<file path="src/rtl/tx_frame_reader.sv">
// -----------------------------------------------------------------------------
// tx_frame_reader
//
// Purpose:
//   Takes a frame descriptor (start address, byte length) from the output
//   queue. Reads the frame out of the shared frame buffer, which is a
//   synchronous RAM with one cycle of read latency. Streams the bytes to the
//   egress MAC over a valid/ready byte interface, marking the last byte.
//   Afterwards it pulses done so the buffer slot can be freed, and it holds
//   off the next descriptor for the inter-frame gap.
//
// Configuration macro:
//   TX_PAD_EN - when defined, frames shorter than MIN_LEN are padded with
//               0x00 bytes up to MIN_LEN. A zero-length descriptor still
//               completes without streaming anything.
//
// Ports:
//   clk, reset      clock; synchronous active-high reset
//   i_desc_valid    descriptor available
//   o_desc_ready    descriptor accepted when valid && ready
//   i_desc_addr     frame start byte address (wraps modulo 2^ADDR_W)
//   i_desc_len      frame length in bytes
//   o_mem_rd_en     frame buffer read strobe
//   o_mem_rd_addr   frame buffer read address
//   i_mem_rd_data   read data, valid the cycle after o_mem_rd_en
//   o_tx_data       egress byte
//   o_tx_valid      egress byte valid
//   o_tx_last       final byte of the frame (qualified by o_tx_valid)
//   i_tx_ready      egress MAC accepts the byte when valid && ready
//   o_done          one-cycle pulse when a frame is finished
//   o_busy          high in every state except IDLE
// -----------------------------------------------------------------------------
module tx_frame_reader #(
    parameter int ADDR_W     = 12,
    parameter int LEN_W      = 11,
    parameter int IFG_CYCLES = 12,
    parameter int MIN_LEN    = 60
) (
    input  logic              clk,
    input  logic              reset,
    input  logic              i_desc_valid,
    output logic              o_desc_ready,
    input  logic [ADDR_W-1:0] i_desc_addr,
    input  logic [LEN_W-1:0]  i_desc_len,
    output logic              o_mem_rd_en,
    output logic [ADDR_W-1:0] o_mem_rd_addr,
    input  logic [7:0]        i_mem_rd_data,
    output logic [7:0]        o_tx_data,
    output logic              o_tx_valid,
    output logic              o_tx_last,
    input  logic              i_tx_ready,
    output logic              o_done,
    output logic              o_busy
);

    localparam int GAP_W = (IFG_CYCLES > 1) ? $clog2(IFG_CYCLES) : 1;
    localparam logic [GAP_W-1:0] GAP_LOAD = (IFG_CYCLES > 0) ? GAP_W'(IFG_CYCLES - 1) : '0;

    typedef enum logic [2:0] {
        S_IDLE,
        S_READ,
        S_DRAIN,
        S_GAP,
        S_DONE_ONLY
    } state_t;

    state_t            r_state;
    state_t            w_nextState;

    logic [ADDR_W-1:0] r_addr;
    logic [LEN_W-1:0]  r_remain;
    logic              r_inflight;
    logic              r_inflightLast;
    logic [7:0]        r_fifoData [2];
    logic              r_fifoLast [2];
    logic              r_wrPtr;
    logic              r_rdPtr;
    logic [1:0]        r_count;
    logic [GAP_W-1:0]  r_gapCnt;
    logic              r_doneFrame;

    logic              w_descFire;
    logic              w_pop;
    logic              w_lastPop;
    logic [2:0]        w_occupancy;
    logic              w_slotFree;
    logic              w_issue;
    logic              w_issueRead;
    logic              w_issueLast;
    logic [LEN_W-1:0]  w_effLen;
    logic [7:0]        w_pushData;

`ifdef TX_PAD_EN
    logic [LEN_W-1:0]  r_readRemain;
    logic              r_inflightPad;

    assign w_effLen    = (i_desc_len < LEN_W'(MIN_LEN)) ? LEN_W'(MIN_LEN) : i_desc_len;
    // Once the real bytes are all requested, the remaining issue slots are
    // pad bytes that travel down the same one-cycle pipe without a RAM read.
    assign w_issueRead = w_issue && (r_readRemain != '0);
    assign w_pushData  = r_inflightPad ? 8'h00 : i_mem_rd_data;
`else
    assign w_effLen    = i_desc_len;
    assign w_issueRead = w_issue;
    assign w_pushData  = i_mem_rd_data;
`endif

    assign w_descFire  = i_desc_valid && o_desc_ready;
    assign w_pop       = o_tx_valid && i_tx_ready;
    assign w_lastPop   = w_pop && o_tx_last;

    // A byte leaving the FIFO this cycle frees its slot immediately, which
    // is what sustains one byte per cycle with only two entries.
    assign w_occupancy = {1'b0, r_count} + {2'b00, r_inflight} - {2'b00, w_pop};
    assign w_slotFree  = (w_occupancy < 3'd2);
    assign w_issue     = (r_state == S_READ) && w_slotFree;
    assign w_issueLast = w_issue && (r_remain == LEN_W'(1));

    assign o_tx_valid  = (r_count != 2'd0);
    assign o_tx_data   = r_fifoData[r_rdPtr];
    assign o_tx_last   = o_tx_valid && r_fifoLast[r_rdPtr];

    // State register.
    always_ff @(posedge clk) begin
        if (reset) begin
            r_state <= S_IDLE;
        end else begin
            r_state <= w_nextState;
        end
    end

    // Next-state logic.
    always_comb begin
        w_nextState = r_state;
        case (r_state)
            S_IDLE: begin
                if (w_descFire) begin
                    w_nextState = (i_desc_len == '0) ? S_DONE_ONLY : S_READ;
                end
            end
            S_READ: begin
                if (w_issueLast) begin
                    w_nextState = S_DRAIN;
                end
            end
            S_DRAIN: begin
                if (w_lastPop) begin
                    w_nextState = (IFG_CYCLES == 0) ? S_IDLE : S_GAP;
                end
            end
            S_GAP: begin
                if (r_gapCnt == '0) begin
                    w_nextState = S_IDLE;
                end
            end
            S_DONE_ONLY: begin
                w_nextState = S_IDLE;
            end
            default: begin
                w_nextState = S_IDLE;
            end
        endcase
    end

    // FSM outputs.
    always_comb begin
        o_desc_ready  = (r_state == S_IDLE);
        o_busy        = (r_state != S_IDLE);
        o_done        = r_doneFrame || (r_state == S_DONE_ONLY);
        o_mem_rd_en   = w_issueRead;
        o_mem_rd_addr = r_addr;
    end

    // Descriptor latch, issue counting, read pipe tracking and gap timer.
    always_ff @(posedge clk) begin
        if (reset) begin
            r_addr         <= '0;
            r_remain       <= '0;
            r_inflight     <= 1'b0;
            r_inflightLast <= 1'b0;
            r_doneFrame    <= 1'b0;
            r_gapCnt       <= '0;
        end else begin
            r_inflight     <= w_issue;
            r_inflightLast <= w_issueLast;
            r_doneFrame    <= w_lastPop;
            if (w_descFire) begin
                r_addr   <= i_desc_addr;
                r_remain <= w_effLen;
            end else if (w_issue) begin
                r_remain <= r_remain - LEN_W'(1);
                if (w_issueRead) begin
                    r_addr <= r_addr + ADDR_W'(1);
                end
            end
            if ((r_state == S_DRAIN) && w_lastPop) begin
                r_gapCnt <= GAP_LOAD;
            end else if ((r_state == S_GAP) && (r_gapCnt != '0)) begin
                r_gapCnt <= r_gapCnt - GAP_W'(1);
            end
        end
    end

`ifdef TX_PAD_EN
    // Tracks how many of the remaining issue slots still need a RAM read.
    always_ff @(posedge clk) begin
        if (reset) begin
            r_readRemain  <= '0;
            r_inflightPad <= 1'b0;
        end else begin
            r_inflightPad <= w_issue && !w_issueRead;
            if (w_descFire) begin
                r_readRemain <= i_desc_len;
            end else if (w_issueRead) begin
                r_readRemain <= r_readRemain - LEN_W'(1);
            end
        end
    end
`endif

    // Two-entry byte FIFO; the head entry drives the egress port directly.
    always_ff @(posedge clk) begin
        if (reset) begin
            r_wrPtr <= 1'b0;
            r_rdPtr <= 1'b0;
            r_count <= 2'd0;
            for (int i = 0; i < 2; i++) begin
                r_fifoData[i] <= 8'h00;
                r_fifoLast[i] <= 1'b0;
            end
        end else begin
            if (r_inflight) begin
                r_fifoData[r_wrPtr] <= w_pushData;
                r_fifoLast[r_wrPtr] <= r_inflightLast;
                r_wrPtr             <= ~r_wrPtr;
            end
            if (w_pop) begin
                r_rdPtr <= ~r_rdPtr;
            end
            r_count <= r_count + {1'b0, r_inflight} - {1'b0, w_pop};
        end
    end

endmodule

</file>
<file path="config.mk">
export PLATFORM = sky130hd
export DESIGN_NAME = tx_frame_reader
export DESIGN_NICKNAME = d
export VERILOG_FILES = /design/src/rtl/tx_frame_reader.sv
export SDC_FILE = /design/constraint.sdc
export NUM_CORES = 1
export LEC_CHECK = 0
export ABC_AREA = 0
export CAP_MARGIN = 30
export CORE_AREA = 5 5 81 83
export DETAILED_ROUTE_END_ITERATION = 8
export DIE_AREA = 0 0 86 88
export PLACE_DENSITY = 0.89
export SYNTH_ARGS = -nofsm -noshare
export SYNTH_HDL_FRONTEND = slang
export SYNTH_SLANG_ARGS = --single-unit
</file>
<file path="constraint.sdc">
create_clock -name clk -period 3.5 [get_ports clk]
set_clock_uncertainty 0.05 [all_clocks]
set_input_delay 0.7 -clock clk [delete_from_list [all_inputs] [get_ports clk]]
set_output_delay 0.7 -clock clk [all_outputs]
set_load 0.02 [all_outputs]
</file>
==> impl_metrics.ini <==
[status]
outcome = finished clean

[clocking]
clock_latency_ns = 0.31
cts_max_level = 2
postCtsSetupBuffers = 0
cts_made_buffers = 5
cts_root_buffer = clkbuf_8
numClockSinks = 56
clk_path_buf_depth = 2
cts_tree = built
path_clk_slew_ns = 0.10

[global_routing]
grt_max_degree = 39
grt.overflow.total = 0
grt_use_total_pct = 19.2
grt_first_pass_wirelength_um = 11600
antenna_found_initial = 0
grt_pass1_vias = 2514

[pwr]
pwr-share-comb_pct = 24.7
switchingPower_mw = 0.458
powerDensity_mw_per_mm2 = 410
p_clk_share_pct = 24.4
seq_power_share_pct = 50.9
p_leak_nw = 1.36
switching_share_pct = 30.5
intPower_mw = 1.04
total_power_mw = 1.50
ir_worst_vdd_uv = 210

[synthesis]
synth_ff_type = dfxtp_1
ys_ff_latch = 56
yosysSeqAreaShare_pct = 46.3
syn_area_mm2 = 0.00281
synth_top_area_share_pct = 27.1
ys_warn_count = 0
synth-edff-count = 18
synth_area_leaders = dfxtp_1, edfxtp_1, a21oi_1, and2_1, mux2_2
yosysTopAreaCell = dfxtp_1
yosysUniqueCellTypes = 52
synth_async_sr_flop_share_pct = 0
syn_nets = 332
avgSynthCellArea_um2 = 9.65
netlist_instances = 291

[place]
dp_cells = 427
gp_congestion = 0.872
port_buffers = 60
dpl.hpwl_um = 5120

[floorplanning]
die_area_mm2 = 0.00757
die_w_um = 86
coreArea_mm2 = 0.00578
ioPinCount = 61
die_y_um = 88
num_rows = 28
initial_utilization_pct = 48.6

[min_path]
hold_class = reg2reg

[final_layout]
instances_no_fill = 435
nets = 400
num_antenna_cells = 0
syn_to_final_growth_pct = 30.3
drive_gt1_share_pct = 12.8
nFillCells = 441

[timing]
worst-slew-pin-transition_ns = 0.782
min_period_ns = 3.41
max_freq_mhz = 293
finalCritPeriodShare_pct = 97.5
slew_headroom_pct = 47.7
drv_slew = 0
hold_viol_final = 0
rsz0062_at_grt = false
fin_tns_setup_ns = 0
final-setup-viol-count = 0

[routing]
routed_wl_um = 7070
drt-initial-drc-count = 223
drtAntennaViolNets = 0
dr.pass1.iters = 4
drc_errors = 0
vias = 2574
wl_per_cell_um = 16.3
viasPerCell = 5.92

[worst_setup_path]
cp_cell_sequence = clkdlybuf4s15_1 -> nand3_1 -> o21ai_2 -> ha_2 -> fa_2 -> buf_4 -> or4b_4 -> or4_4 -> or3_1 -> a311oi_1
worstSetupStartpointType = input pin
cp_data_required_time_ns = 3.68
slowest_delay_ns = 0.52
critPathKind = in2reg
crit_buf_inv = 2
arrival_ns = 3.59
cpMaxStageDelayCell = or4_4
end_kind = flip-flop
cp_max_fo = 3
crit_family = simple AND/OR/NAND/NOR gates

[flow_run]
drv_cap = 0
==> synthesized netlist by cell type, drive strengths merged (3+ instances only) <==
cell     number
a211oi        3
a21oi        25
a22oi         4
a2bb2oi       3
a311oi        4
a32oi         4
and2         18
and3          6
clkbuf       12
dfxtp        38
edfxtp       18
ha            5
inv          13
mux2          9
mux2i         4
nand2        11
nand3        11
nand4         4
nor2         20
nor3         11
nor3b         4
nor4          8
o211ai        3
o21ai         8
or3           5
or4           3
xnor2         5
xor2          3
==> final cells by class <==
class	instances	area [µm²]	area share (%)
Inverter	14	52.6	1.44
Clock inverter	3	25.0	0.684
Tap cell	75	93.8	2.56
Clock buffer	5	68.8	1.88
Sequential cell	56	1300	35.6
Multi-Input combinational cell	207	1410	38.5
Timing Repair Buffer	75	708	19.4
==> cell families (layout without fill, tap and decap cells) <==
group / Yosys count / after routing / share of synthesized area, %
AND/OR/NAND/NOR: 113 / 113 / 23.2
AO/OA/AOI/OAI: 67 / 67 / 15.9
multiplexers: 13 / 13 / 5.04
flip-flops: 56 / 56 / 46.3
buffers and inverters: 28 / 97 / 4.05
adder cells (fa/ha/maj): 6 / 6 / 2.94
XOR/XNOR: 8 / 8 / 2.50
==> what timing repair did <==
item,in CTS,in global routing
pin swaps,3,0
hold buffers,0,0
endpoints found under the setup margin,4,6
resized for setup,7,5
==> stage by stage <==
stage / hold WS [ns] / cell area, µm² / setup WS, ns / utilization, %
after global placement: 0.418 / 3550 / -0.362 / 61.5
after floorplan: 0.402 / 2810 / 0.237 / -
after detailed placement: 0.422 / 3550 / -0.503 / 61.5
after global routing: 0.473 / 3660 / 0.00404 / 63.3
final: 0.435 / 3660 / 0.0860 / 63.3
after CTS: 0.437 / 3640 / 0.0853 / 63.0
==> layout by cell type (no fill, tap or decap), types with 3 or more instances in the layout <==
master	Yosys	layout
a211oi_1	3	3
mux2i_1	4	4
dfxtp_1	38	38
a311oi_1	4	4
inv_1	13	13
a2bb2oi_1	3	3
clkdlybuf4s50_1	0	58
edfxtp_1	18	18
buf_4	0	15
nor4_1	8	8
xor2_1	3	3
a32oi_1	4	4
nand4_1	4	4
o211ai_1	3	3
and2_1	18	18
mux2_2	9	9
and3_1	6	6
nor3b_1	4	4
a21oi_1	25	25
nand2_1	11	11
ha_1	5	4
a22oi_1	4	4
or3_1	5	5
nor2_1	20	20
clkbuf_8	0	5
nor3_1	11	11
nand3_1	11	11
o21ai_0	8	6
xnor2_1	5	5
==> power groups by stage <==
stage                     combinational, mW  sequential [mW]  clock (mW)
after floorplan                       0.197            0.777           0
after global placement                0.356            0.773           0
after detailed placement              0.366            0.777           0
after CTS                             0.367            0.762       0.373
after global routing                  0.403            0.770       0.405
final                                 0.371            0.764       0.367
==> worst register-to-register path, stage by stage (launching register included) <==
cell	delay (ns)
dfxtp_1	0.45
nand3_1	0.16
o21ai_2	0.10
ha_2	0.20
fa_2	0.47
buf_4	0.16
or4b_4	0.49
or4_4	0.52
or3_1	0.31
a311oi_1	0.24
==> flip-flops by register name, summed over array words and instances (netlist names), named ones only <==
signal / cells
o_mem_rd_addr: 12
r_rdPtr: 1
r_inflight: 1
r_doneFrame: 1
r_fifoLast: 2
r_inflightLast: 1
r_state: 3
r_remain: 11
r_gapCnt: 4
r_count: 2
r_wrPtr: 1
r_fifoData: 16
==> layer usage <==
layer,vias to the layer above,global-route usage (%),wire length [µm]
met5,-,0,0
met3,15,3.39,413
li1,1216,-,-
met2,93,33.7,3660
met4,0,9.78,146
met1,1250,22.6,2860
==> worst paths after layout <==
path	depth (start not counted)	endpoint	from	slack, ns
setup reg to reg	9	o_mem_rd_addr[10]	r_count[1]	0.27
hold / removal	2	r_remain[6]	r_remain[6]	0.43
setup / recovery	10	o_mem_rd_addr[10]	i_tx_ready	0.09
hold reg to reg	2	r_remain[6]	r_remain[6]	0.43
Note: power is estimated with default switching activity, not from simulation.
